==> src/rtl/audio_output_multi_if.sv <==
//------------------------------------------------------------------------------
// audio_output_multi_if : valid/ready sample-word write port for audio_output_multi
// Revision: 1.0
//------------------------------------------------------------------------------
`default_nettype none

interface audio_output_multi_if #(
   parameter int WIDTH = 32
) ();
   logic [WIDTH-1:0] data;
   logic             valid;
   logic             ready;

   modport master (output data, output valid, input ready);
   modport slave  (input data, input valid, output ready);
endinterface

`default_nettype wire

==> src/rtl/audio_output_multi.sv <==
//------------------------------------------------------------------------------
// audio_output_multi : FIFO-buffered N-channel first-order delta-sigma audio DAC
// Revision: 1.0
//------------------------------------------------------------------------------
`default_nettype none

module audio_output_multi #(
   parameter int CHANNELS           = 2,
   parameter int SAMPLE_WIDTH       = 16,
   parameter int FIFO_DEPTH_IN_BITS = 3,
   parameter int SIGNED_INPUT       = 0,
   parameter int UNDERRUN_MODE      = 0
) (
   input  wire logic                          clk,
   input  wire logic                          reset,
   audio_output_multi_if.slave                wr_if,
   input  wire logic [31:0]                   clock_divider_i,
   input  wire logic                          enable_i,
   output logic                               underrun_o,
   input  wire logic                          underrun_clear_i,
   output logic [FIFO_DEPTH_IN_BITS:0]        fill_level_o,
   output logic [CHANNELS-1:0]                audio_out_o
);
   localparam int c_word_w = CHANNELS * SAMPLE_WIDTH;
   localparam int c_depth  = 1 << FIFO_DEPTH_IN_BITS;
   localparam logic [FIFO_DEPTH_IN_BITS:0] c_full = (FIFO_DEPTH_IN_BITS+1)'(c_depth);
   localparam logic [SAMPLE_WIDTH-1:0]     c_mid  = {1'b1, {(SAMPLE_WIDTH-1){1'b0}}};

   function automatic logic [SAMPLE_WIDTH-1:0] conv(input logic [SAMPLE_WIDTH-1:0] w);
      logic [SAMPLE_WIDTH-1:0] r;
      r = w;
      if (SIGNED_INPUT != 0) r[SAMPLE_WIDTH-1] = ~w[SAMPLE_WIDTH-1];
      return r;
   endfunction

   logic [c_word_w-1:0]                    mem_q [c_depth];
   logic [FIFO_DEPTH_IN_BITS-1:0]          wr_ptr_q, rd_ptr_q;
   logic [FIFO_DEPTH_IN_BITS:0]            count_q, count_d;
   logic [31:0]                            div_cnt_q, div_cnt_d;
   logic                                   tick, push, pop, empty;
   logic                                   pop_q, starve_q, underrun_q;
   logic [c_word_w-1:0]                    rdata_q;
   logic [CHANNELS-1:0][SAMPLE_WIDTH-1:0]  sample_q;
   logic [CHANNELS-1:0][SAMPLE_WIDTH:0]    acc_q;

   assign empty        = (count_q == '0);
   assign wr_if.ready  = !reset && (count_q != c_full);
   assign push         = wr_if.valid && wr_if.ready;
   assign tick         = enable_i && (div_cnt_q == 32'd0);
   assign pop          = tick && !empty;
   assign fill_level_o = count_q;
   assign underrun_o   = underrun_q;

   always_comb begin
      count_d = count_q;
      case ({push, pop})
         2'b10:   count_d = count_q + (FIFO_DEPTH_IN_BITS+1)'(1);
         2'b01:   count_d = count_q - (FIFO_DEPTH_IN_BITS+1)'(1);
         default: count_d = count_q;
      endcase
   end

   // Counter parks at zero while disabled so the first enabled cycle ticks.
   always_comb begin
      div_cnt_d = div_cnt_q;
      if (!enable_i)                div_cnt_d = 32'd0;
      else if (div_cnt_q == 32'd0)  div_cnt_d = clock_divider_i;
      else                          div_cnt_d = div_cnt_q - 32'd1;
   end

   always_ff @(posedge clk) begin
      if (push) mem_q[wr_ptr_q] <= wr_if.data;
   end

   always_ff @(posedge clk or posedge reset) begin
      if (reset) begin
         wr_ptr_q   <= '0;
         rd_ptr_q   <= '0;
         count_q    <= '0;
         div_cnt_q  <= 32'd0;
         pop_q      <= 1'b0;
         starve_q   <= 1'b0;
         rdata_q    <= '0;
         underrun_q <= 1'b0;
      end else begin
         count_q   <= count_d;
         div_cnt_q <= div_cnt_d;
         pop_q     <= pop;
         starve_q  <= tick && empty;
         if (push) wr_ptr_q <= wr_ptr_q + FIFO_DEPTH_IN_BITS'(1);
         if (pop) begin
            rd_ptr_q <= rd_ptr_q + FIFO_DEPTH_IN_BITS'(1);
            rdata_q  <= mem_q[rd_ptr_q];
         end
         if (tick && empty)         underrun_q <= 1'b1;
         else if (underrun_clear_i) underrun_q <= 1'b0;
      end
   end

   // Sample regs follow the pop (or starved tick) by one cycle; accumulators run always.
   always_ff @(posedge clk or posedge reset) begin
      if (reset) begin
         for (int k = 0; k < CHANNELS; k++) begin
            sample_q[k] <= conv('0);
            acc_q[k]    <= '0;
         end
      end else begin
         for (int k = 0; k < CHANNELS; k++) begin
            if (pop_q)
               sample_q[k] <= conv(rdata_q[k*SAMPLE_WIDTH +: SAMPLE_WIDTH]);
            else if (starve_q && (UNDERRUN_MODE != 0))
               sample_q[k] <= c_mid;
            acc_q[k] <= {1'b0, acc_q[k][SAMPLE_WIDTH-1:0]} + {1'b0, sample_q[k]};
         end
      end
   end

   generate
      for (genvar k = 0; k < CHANNELS; k++) begin : g_out
         assign audio_out_o[k] = acc_q[k][SAMPLE_WIDTH];
      end
   endgenerate
endmodule

`default_nettype wire
==> src/flat_wrapper.sv <==
// flat-port wrapper written by rule: the top's interface ports become plain ports
module audio_output_multi_flat 
#(
   parameter int CHANNELS           = 2,
   parameter int SAMPLE_WIDTH       = 16,
   parameter int FIFO_DEPTH_IN_BITS = 3,
   parameter int SIGNED_INPUT       = 0,
   parameter int UNDERRUN_MODE      = 0
)
  (clk, reset, clock_divider_i, enable_i, underrun_o, underrun_clear_i, fill_level_o, audio_out_o, wr_if_data, wr_if_valid, wr_if_ready);
  audio_output_multi_if wr_if_i ();
  input  wire logic clk;
  input  wire logic reset;
  input  wire logic [31:0] clock_divider_i;
  input  wire logic enable_i;
  output logic underrun_o;
  input  wire logic underrun_clear_i;
  output logic [FIFO_DEPTH_IN_BITS:0] fill_level_o;
  output logic [CHANNELS-1:0] audio_out_o;
  input wire logic [$bits(wr_if_i.data)-1:0] wr_if_data;
  input wire logic [$bits(wr_if_i.valid)-1:0] wr_if_valid;
  output wire logic [$bits(wr_if_i.ready)-1:0] wr_if_ready;
  assign wr_if_i.data = wr_if_data;
  assign wr_if_i.valid = wr_if_valid;
  assign wr_if_ready = wr_if_i.ready;
  audio_output_multi #(.CHANNELS(CHANNELS), .SAMPLE_WIDTH(SAMPLE_WIDTH), .FIFO_DEPTH_IN_BITS(FIFO_DEPTH_IN_BITS), .SIGNED_INPUT(SIGNED_INPUT), .UNDERRUN_MODE(UNDERRUN_MODE)) u_core (.clk(clk), .reset(reset), .wr_if(wr_if_i), .clock_divider_i(clock_divider_i), .enable_i(enable_i), .underrun_o(underrun_o), .underrun_clear_i(underrun_clear_i), .fill_level_o(fill_level_o), .audio_out_o(audio_out_o));
endmodule
==> config.mk <==
export PLATFORM = sky130hd
export DESIGN_NAME = audio_output_multi_flat
export DESIGN_NICKNAME = d
export VERILOG_FILES = /design/src/rtl/audio_output_multi_if.sv /design/src/rtl/audio_output_multi.sv /design/src/flat_wrapper.sv
export SDC_FILE = /design/constraint.sdc
export NUM_CORES = 1
export LEC_CHECK = 0
export CAP_MARGIN = 20
export CORE_MARGIN = 4
export CORE_UTILIZATION = 37
export DETAILED_ROUTE_END_ITERATION = 8
export GPL_TIMING_DRIVEN = 0
export PLACE_DENSITY = 0.6
export SLEW_MARGIN = 10
export SYNTH_ARGS = -nofsm -noshare
export SYNTH_HDL_FRONTEND = slang
export SYNTH_SLANG_ARGS = --single-unit
export TNS_END_PERCENT = 5
==> constraint.sdc <==
create_clock -name clk -period 4.68 [get_ports clk]
set_input_delay 0.936 -clock clk [delete_from_list [all_inputs] [get_ports clk]]
set_output_delay 0.936 -clock clk [all_outputs]
set_load 0.02 [all_outputs]
==> results of run 1 <==
-- path summary, 6_finish.rpt --
path,slack [ns],cells past startpoint,to
max in group asynchronous,2.95,4,u_core.rdata_q[25]
worst max register to register,0.88,16,u_core.fill_level_o[2]
min in group asynchronous,0.88,2,u_core.fill_level_o[3]
worst max-delay path,0.88,16,u_core.fill_level_o[2]
worst min register to register,0.48,1,u_core.acc_q[0]
worst min-delay path,0.48,1,u_core.acc_q[0]
-- stage by stage --
stage	total power, mW	hold slack [ns]
6_report	11.51	0.4827
4_1_cts	11.67	0.4873
2_1_floorplan	7.324	0.4557
3_3_place_gp	8.111	0.4634
5_1_grt	12.30	0.5059
3_5_place_dp	8.259	0.4745
-- where the power goes --
part / internal [mW] / switching, mW
combinational: 1.63 / 1.76
clock: 1.98 / 1.36
sequential: 4.44 / 0.344
-- kinds of logic (layout without fill, tap and decap cells) --
| group | after synthesis | in the layout |
|---|---|---|
| buffers and inverters | 58 | 229 |
| adders and majority gates | 41 | 41 |
| muxes | 132 | 132 |
| other | 0 | 2 |
| and+or+nand+nor | 184 | 184 |
| DFF | 398 | 398 |
| xor gates and xnor gates | 56 | 56 |
| AOI/OAI and AO/OA | 162 | 162 |
-- flip-flops by register name (all words and copies together), names as in the netlist --
name                 count
u_core.acc_q            32
u_core.audio_out_o       2
u_core.div_cnt_q        32
u_core.fill_level_o      4
u_core.mem_q           256
u_core.pop_q             1
u_core.rd_ptr_q          3
u_core.rdata_q          32
u_core.sample_q         32
u_core.underrun_o        1
u_core.wr_ptr_q          3
-- final cells by class --
class                   count  area (um^2)  share of cell area [%]
inverters                  13        52.55                  0.2640
repair buffers             96         1085                   5.449
well taps                 592        740.7                   3.721
clock buffers              58         1205                   6.053
plain buffers              45        240.2                   1.207
flip-flops and latches    398        11240                   56.47
multi-input cells         575         5140                   25.82
clock inverters            17        197.7                  0.9931
diodes                      2        5.005                 0.02514
-- worst reg2reg max path: cells and delay by family, from the launching register on --
family | cells | cell delay, ns
AOI/OAI and AO/OA | 1 | 0.14
DFF | 1 | 0.43
and+or+nand+nor | 5 | 1.49
adders and majority gates | 3 | 0.58
xor gates and xnor gates | 3 | 0.40
buffers and inverters | 4 | 0.64
-- per-layer routing --
| metal | wire [um] | up-vias | GRT usage (%) |
|---|---|---|---|
| met5 | 0 | - | 0 |
| met1 | 15030 | 4578 | 19.33 |
| li1 | - | 4261 | - |
| met4 | 725 | 0 | 4.145 |
| met2 | 16370 | 155 | 23.57 |
| met3 | 1410 | 54 | 3.020 |
-- cell usage after synthesis (3+ instances only) --
library cell / instances / area [um^2]
sky130_fd_sc_hd__clkbuf_1: 21 / 78.83
sky130_fd_sc_hd__nor4_1: 6 / 37.54
sky130_fd_sc_hd__buf_1: 11 / 41.29
sky130_fd_sc_hd__a211oi_1: 18 / 135.1
sky130_fd_sc_hd__nor2b_1: 3 / 18.77
sky130_fd_sc_hd__dfrtp_1: 142 / 3553
sky130_fd_sc_hd__nand3_1: 3 / 15.01
sky130_fd_sc_hd__o221a_2: 3 / 33.78
sky130_fd_sc_hd__nand2_1: 25 / 93.84
sky130_fd_sc_hd__nor3_1: 24 / 120.1
sky130_fd_sc_hd__edfxtp_1: 256 / 7687
sky130_fd_sc_hd__ha_1: 39 / 488.0
sky130_fd_sc_hd__or4_1: 3 / 22.52
sky130_fd_sc_hd__nand2b_1: 6 / 37.54
sky130_fd_sc_hd__nor2_1: 85 / 319.1
sky130_fd_sc_hd__xor2_1: 23 / 201.4
sky130_fd_sc_hd__mux4_2: 64 / 1441
sky130_fd_sc_hd__buf_4: 3 / 22.52
sky130_fd_sc_hd__a21o_1: 14 / 105.1
sky130_fd_sc_hd__mux2_2: 34 / 382.9
sky130_fd_sc_hd__a2111oi_0: 3 / 26.28
sky130_fd_sc_hd__xnor2_1: 33 / 289.0
sky130_fd_sc_hd__mux2i_1: 33 / 330.3
sky130_fd_sc_hd__or3_1: 13 / 81.33
sky130_fd_sc_hd__inv_1: 13 / 48.80
sky130_fd_sc_hd__a21oi_1: 68 / 340.3
sky130_fd_sc_hd__o21a_1: 5 / 37.54
sky130_fd_sc_hd__o21ai_0: 25 / 125.1
sky130_fd_sc_hd__a311oi_1: 4 / 35.03
sky130_fd_sc_hd__buf_6: 6 / 67.56
sky130_fd_sc_hd__nand3b_1: 4 / 30.03
==> PnR_summary.wiki, run 1 <==
{| class="wikitable"
! Metric !! Value
|-
| Clock Sinks || 398
|-
| Routability congestion estimate from global placement || 0.7879
|-
| Leakage dissipation || 7.302 nW
|-
| Post-layout instance count excluding filler cells || 1796
|-
| Compound-Gate Fraction of Synth Area || 6.115%
|-
| Fillers || 3879
|-
| Synthesized instance count || 1031
|-
| Adder-cell share of the synthesized area || 3.178%
|-
| Number of buffers added on ports || 76
|-
| Overall Global Routing Usage || 14.33%
|-
| Largest vdd supply drop || 241.7 uV
|-
| Count of pins on the block boundary || 77
|-
| Synthesized area per cell || 16.12 um^2
|-
| Pre-CTS setup slack || 0.8863 ns
|-
| Largest family of logic cells by synthesized area || multiplexers
|-
| Transition time at the pin with the least slew margin || 0.9499 ns
|-
| Worst Setup Slack, final || 0.8804 ns
|-
| Reg2reg start || u_core.div_cnt_q[0]
|-
| Final core utilization || 44.92%
|-
| Required time of the worst setup path || 5.12 ns
|-
| Top achievable clock speed || 263.2 MHz
|-
| H-tree levels || 2
|-
| Net total in the final layout || 1283
|-
| Sequential-to-total area share from yosys stat || 67.66%
|-
| Min-Delay Path Class || reg2reg
|-
| Slew headroom || 36.67%
|-
| Critical path type || reg2reg
|-
| Final period util || 81.19%
|-
| Warning count from the yosys run || 0
|-
| Count of pins over their slew limit || 0
|-
| Vias || 9048
|-
| Initial DRC count || 635
|-
| Post-CTS resize count || 0
|-
| Antenna violations before repair || 0
|-
| Count of TritonRoute iterations in the first routing pass || 5
|-
| Final routed DRC violation total || 0
|-
| Crit-path max cell delay || 0.43 ns
|-
| CTS clock-pin slew for the worst setup and hold paths || 0.06 ns
|-
| Total of max-cap violations || 0
|-
| Hold_sp || u_core.acc_q[0]
|-
| Setup repair bufs after CTS || 0
|-
| Buffers plus inverters on the worst setup path || 4
|-
| Num rows || 77
|-
| Crit-path cells || inv_1, ha_1, or4b_1, or3_4, or4_1, buf_4, nor2_8, buf_8, buf_6, ha_1, xor2_1, ha_1, a21oi_1, xor2_1, nor2_1, xor2_1
|-
| Number of buffers on the longest clock path || 3
|-
| DP Area || 0.01847 mm^2
|-
| Aggregate routed wire length || 33.54 mm
|-
| Starting utilization of the core area || 37.49%
|-
| Setup repair after global routing missed its margin || false
|-
| Share of the synthesized netlist area taken by xor and xnor gates || 2.952%
|-
| Post-Layout Inst Area || 0.01991 mm^2
|-
| Worst clock skew || 0.02371 ns
|-
| Power density of the placed cells || 578.4 mW/mm^2
|-
| Net count after synthesis || 1141
|-
| Final Hold Violating Endpoints || 0
|-
| Pin count of the biggest net entering global routing || 38
|-
| Routed wirelength normalized by instance count || 18.67 um
|-
| Cell type of the slowest stage on the worst timing path || sky130_fd_sc_hd__dfrtp_1
|-
| CTS tree || done
|-
| Number of cells after detailed placement || 1717
|-
| Avg Vias per Cell || 5.038
|-
| Post-synthesis sequential element count || 398
|-
| Period minus WS final || 3.800 ns
|-
| Clk root buf || sky130_fd_sc_hd__clkbuf_16
|-
| Global-route wire length before repair || 54.01 mm
|-
| Synthesis-to-layout area growth || 19.81%
|-
| Placeable core region || 0.04432 mm^2
|-
| Type of origin of the critical path || flop
|-
| Post-synthesis cell type count || 59
|-
| Final count of negative-setup-slack endpoints || 0
|-
| Fraction of layout instances using a drive strength above 1 || 17.14%
|-
| Crit path max-delay family || simple AND/OR/NAND/NOR gates
|-
| Post-synth EDFFs || 256
|-
| Total half-perimeter wirelength after legalization and detailed placement || 22.62 mm
|-
| Async set or reset register ratio after synthesis || 35.68%
|-
| Via count of the first global-routing pass || 9436
|-
| Fin Setup TNS || 0 ns
|-
| CTS Hold Bufs || 0
|-
| Startpoint of the most critical setup path || u_core.div_cnt_q[0]
|-
| Share of synthesized area spent on multiplexers || 13.06%
|-
| Most frequent standard cell in the layout excluding fill and tap cells || sky130_fd_sc_hd__edfxtp_1
|-
| Clock network latency to the later pin of the worst-skew pair || 0.57 ns
|-
| Die area || 0.04836 mm^2
|-
| Largest driver fanout on the critical path || 12
|-
| Result of the run || completed
|-
| TritonCTS buffer count || 44
|-
| Simple-gate share of the synthesized area || 5.302%
|-
| Y dimension of the die || 219.9 um
|-
| Overflow left after global routing || 0
|-
| Total standard cell area after synthesis || 0.01661 mm^2
|-
| Commonest register cell after synthesis || sky130_fd_sc_hd__edfxtp_1
|-
| Data arrival time of the critical path || 4.24 ns
|-
| Most frequent cells in the layout || 256 x sky130_fd_sc_hd__edfxtp_1, 142 x sky130_fd_sc_hd__dfrtp_1, 79 x sky130_fd_sc_hd__nor2_1, 76 x sky130_fd_sc_hd__clkdlybuf4s50_1, 68 x sky130_fd_sc_hd__a21oi_1
|-
| Antenna-violating nets left || 0
|-
| Worst setup EP type || flop
|-
| Die width || 219.9 um
|}
(Power assumes the default switching activity.)
==> run 2: changes to the inputs <==
==> constraint.sdc (replaced) <==
create_clock -name clk -period 3.15 [get_ports clk]
set_input_delay 0.63 -clock clk [delete_from_list [all_inputs] [get_ports clk]]
set_output_delay 0.63 -clock clk [all_outputs]
set_load 0.02 [all_outputs]
==> run 2 against run 1 <==
Combinational power up 52%. Sequential share of layout area down 0.43 points. Fmax up 23%. Non-clock buffer count up 13. Via count up 0.71%. Clock power up 49%. Sequential cell count unchanged. Register-to-register slack worse by 0.83 ns. Largest power group unchanged.
==> PnR_summary.wiki, run 2 (synthesized netlist as in run 1, its figures left out) <==
{| class="wikitable"
! Metric !! Value
|-
| Result of the run || completed
|-
| Most frequent standard cell in the layout excluding fill and tap cells || sky130_fd_sc_hd__edfxtp_1
|-
| Power density of the placed cells || 858.0 mW/mm^2 (+48%)
|-
| Data arrival time of the critical path || 3.59 ns (-0.65 ns)
|-
| Antenna-violating nets left || 0 (unchanged)
|-
| Vias || 9112 (+0.71%)
|-
| Required time of the worst setup path || 3.64 ns (-1.48 ns)
|-
| Clock Sinks || 398 (unchanged)
|-
| Period minus WS final || 3.097 ns (-0.7031 ns)
|-
| Share of power burned in the clock network || 28.8% (-0.2 points)
|-
| Final Hold Violating Endpoints || 0 (unchanged)
|-
| Post-layout instance count excluding filler cells || 1809 (+0.72%)
|-
| Net Switching || 5.183 mW (+50%)
|-
| H-tree levels || 2 (unchanged)
|-
| Fraction of layout instances using a drive strength above 1 || 18.77% (+1.6 points)
|-
| Sum of internal, switching and leakage power || 17.21 mW (+49%)
|-
| Clock network latency to the later pin of the worst-skew pair || 0.57 ns (about the same)
|-
| Die area || 0.04836 mm^2 (unchanged)
|-
| Register name with the most flops || u_core.mem_q
|-
| Final count of negative-setup-slack endpoints || 0 (unchanged)
|-
| Part of the total power dissipated in sequential elements || 41.3% (-0.3 points)
|-
| Number of flip-flops in the largest register || 256 (unchanged)
|-
| Worst clock skew || 0.02514 ns (+0.001429 ns)
|-
| Gate power share || 29.8% (+0.4 points)
|-
| Y dimension of the die || 219.9 um (unchanged)
|-
| Routed wirelength normalized by instance count || 18.74 um (+0.35%)
|-
| Slew headroom || 37.07% (+0.39 points)
|-
| Placeable core region || 0.04432 mm^2 (unchanged)
|-
| Die width || 219.9 um (unchanged)
|-
| Total half-perimeter wirelength after legalization and detailed placement || 22.62 mm (unchanged)
|-
| Total of max-cap violations || 0 (unchanged)
|-
| Worst Setup Slack, final || 0.05345 ns (-0.8269 ns)
|-
| Avg Vias per Cell || 5.037 (about the same)
|-
| Final period util || 98.30% (+17 points)
|-
| Switching Fraction || 30.12% (about the same)
|-
| Setup repair after global routing missed its margin || true
|-
| CTS clock-pin slew for the worst setup and hold paths || 0.06 ns (about the same)
|-
| Most frequent cells in the layout || 256 x sky130_fd_sc_hd__edfxtp_1, 142 x sky130_fd_sc_hd__dfrtp_1, 79 x sky130_fd_sc_hd__nor2_1, 76 x sky130_fd_sc_hd__clkdlybuf4s50_1, 67 x sky130_fd_sc_hd__a21oi_1
|-
| Synthesis-to-layout area growth || 20.73%
|-
| CTS tree || done
|-
| Num rows || 77 (unchanged)
|-
| Number of buffers on the longest clock path || 3 (unchanged)
|-
| Critical path type || reg2reg
|-
| Top achievable clock speed || 322.9 MHz (+23%)
|-
| Hold slack || 0.4949 ns (+0.01218 ns)
|-
| Net total in the final layout || 1296 (+1.0%)
|-
| Initial DRC count || 608 (-4.3%)
|-
| Count of pins on the block boundary || 77 (unchanged)
|-
| Number of buffers added on ports || 76 (unchanged)
|-
| Leakage dissipation || 7.381 nW (+1.1%)
|-
| Clk root buf || sky130_fd_sc_hd__clkbuf_16
|-
| Transition time at the pin with the least slew margin || 0.9440 ns (-0.005916 ns)
|-
| Antenna violations before repair || 0 (unchanged)
|-
| Overflow left after global routing || 0 (unchanged)
|-
| CTS Hold Bufs || 0 (unchanged)
|-
| Global-route wire length before repair || 54.53 mm (+0.97%)
|-
| Final routed DRC violation total || 0 (unchanged)
|-
| Fillers || 3866 (-0.34%)
|-
| Number of cells after detailed placement || 1717 (unchanged)
|-
| Largest vdd supply drop || 360.8 uV (+49%)
|-
| Min-Delay Path Class || reg2reg
|-
| Pin count of the biggest net entering global routing || 38 (unchanged)
|-
| Via count of the first global-routing pass || 9510 (+0.78%)
|-
| Count of pins over their slew limit || 0 (unchanged)
|-
| Count of TritonRoute iterations in the first routing pass || 4 (-1)
|-
| Type of origin of the critical path || flop
|-
| Internal power || 12.03 mW (+49%)
|-
| Starting utilization of the core area || 37.49% (unchanged)
|-
| Aggregate routed wire length || 33.90 mm (+1.1%)
|-
| Overall Global Routing Usage || 14.48% (+0.15 points)
|-
| Worst setup EP type || flop
|-
| Routability congestion estimate from global placement || 0.7879 (unchanged)
|-
| TritonCTS buffer count || 44 (unchanged)
|-
| Largest driver fanout on the critical path || 2 (-10)
|-
| Pre-CTS setup slack || -0.6437 ns (-1.530 ns)
|}
run 2: final timing paths:
check / to / slack, ns / depth (start not counted) / startpoint
min: u_core.acc_q[17] / 0.49 / 1 / u_core.acc_q[17]
min reg2reg: u_core.acc_q[17] / 0.49 / 1 / u_core.acc_q[17]
min in group asynchronous: u_core.fill_level_o[3] / 0.57 / 2 / reset
max: u_core.fill_level_o[2] / 0.05 / 14 / u_core.div_cnt_q[0]
max in group asynchronous: u_core.rdata_q[25] / 1.73 / 4 / reset
max reg2reg: u_core.fill_level_o[2] / 0.05 / 14 / u_core.div_cnt_q[0]
run 2: stage by stage:
step | setup TNS, ns | utilization (%) | instance area (um^2)
CTS | -0.07362 | 45.14 | 20000
finish | 0 | 45.26 | 20060
detailed placement | -9.164 | 41.68 | 18470
global route | -0.2925 | 45.25 | 20050
global placement | -706.22 | 40.89 | 18120
floorplan | -112.65 | - | 16620
run 2: metal layers:
layer  vias up  GRT usage [%]  share of wire (%)
met2       150          23.84                 49
li1       4282              -                  -
met4         0          4.333                2.6
met3        61          3.047                4.4
met1      4619          19.46                 44
met5         -              0                  0
run 2: layout make-up:
cell class	count	area [um^2]	area share, %
diodes	2	5.005	0.02495
inverters	13	52.55	0.2620
clock inverters	17	197.7	0.9855
multi-input cells	575	5170	25.77
flip-flops and latches	398	11240	56.04
plain buffers	43	229.0	1.141
repair buffers	111	1219	6.075
clock buffers	58	1205	6.007
well taps	592	740.7	3.693
run 2: worst max-delay path: stages (launching register included):
cell	delay, ns
sky130_fd_sc_hd__dfrtp_1	0.40
sky130_fd_sc_hd__inv_2	0.07
sky130_fd_sc_hd__ha_1	0.14
sky130_fd_sc_hd__or4b_1	0.43
sky130_fd_sc_hd__or3_4	0.35
sky130_fd_sc_hd__or4_4	0.47
sky130_fd_sc_hd__nor2_8	0.14
sky130_fd_sc_hd__buf_12	0.12
sky130_fd_sc_hd__ha_4	0.14
sky130_fd_sc_hd__xor2_2	0.13
sky130_fd_sc_hd__ha_2	0.18
sky130_fd_sc_hd__a21oi_2	0.04
sky130_fd_sc_hd__xor2_1	0.17
sky130_fd_sc_hd__nor2_1	0.11
sky130_fd_sc_hd__xor2_1	0.14
run 2: power groups by stage:
| stage | Combinational, mW | Sequential [mW] | Clock, mW |
|---|---|---|---|
| final | 5.14 | 7.11 | 4.96 |
| after detailed placement | 5.04 | 7.23 | 0 |
| after global placement | 4.83 | 7.22 | 0 |
| after floorplan | 3.79 | 7.09 | 0 |
| after global routing | 5.79 | 7.23 | 5.35 |
| after CTS | 5.15 | 7.13 | 5.12 |
run 2: timing repair:
item,4_1_cts,5_1_grt
cloned,1,0
setup endpoints to repair,5,13
gates resized for setup,9,4
setup buffers,10,5
pin swaps,4,2
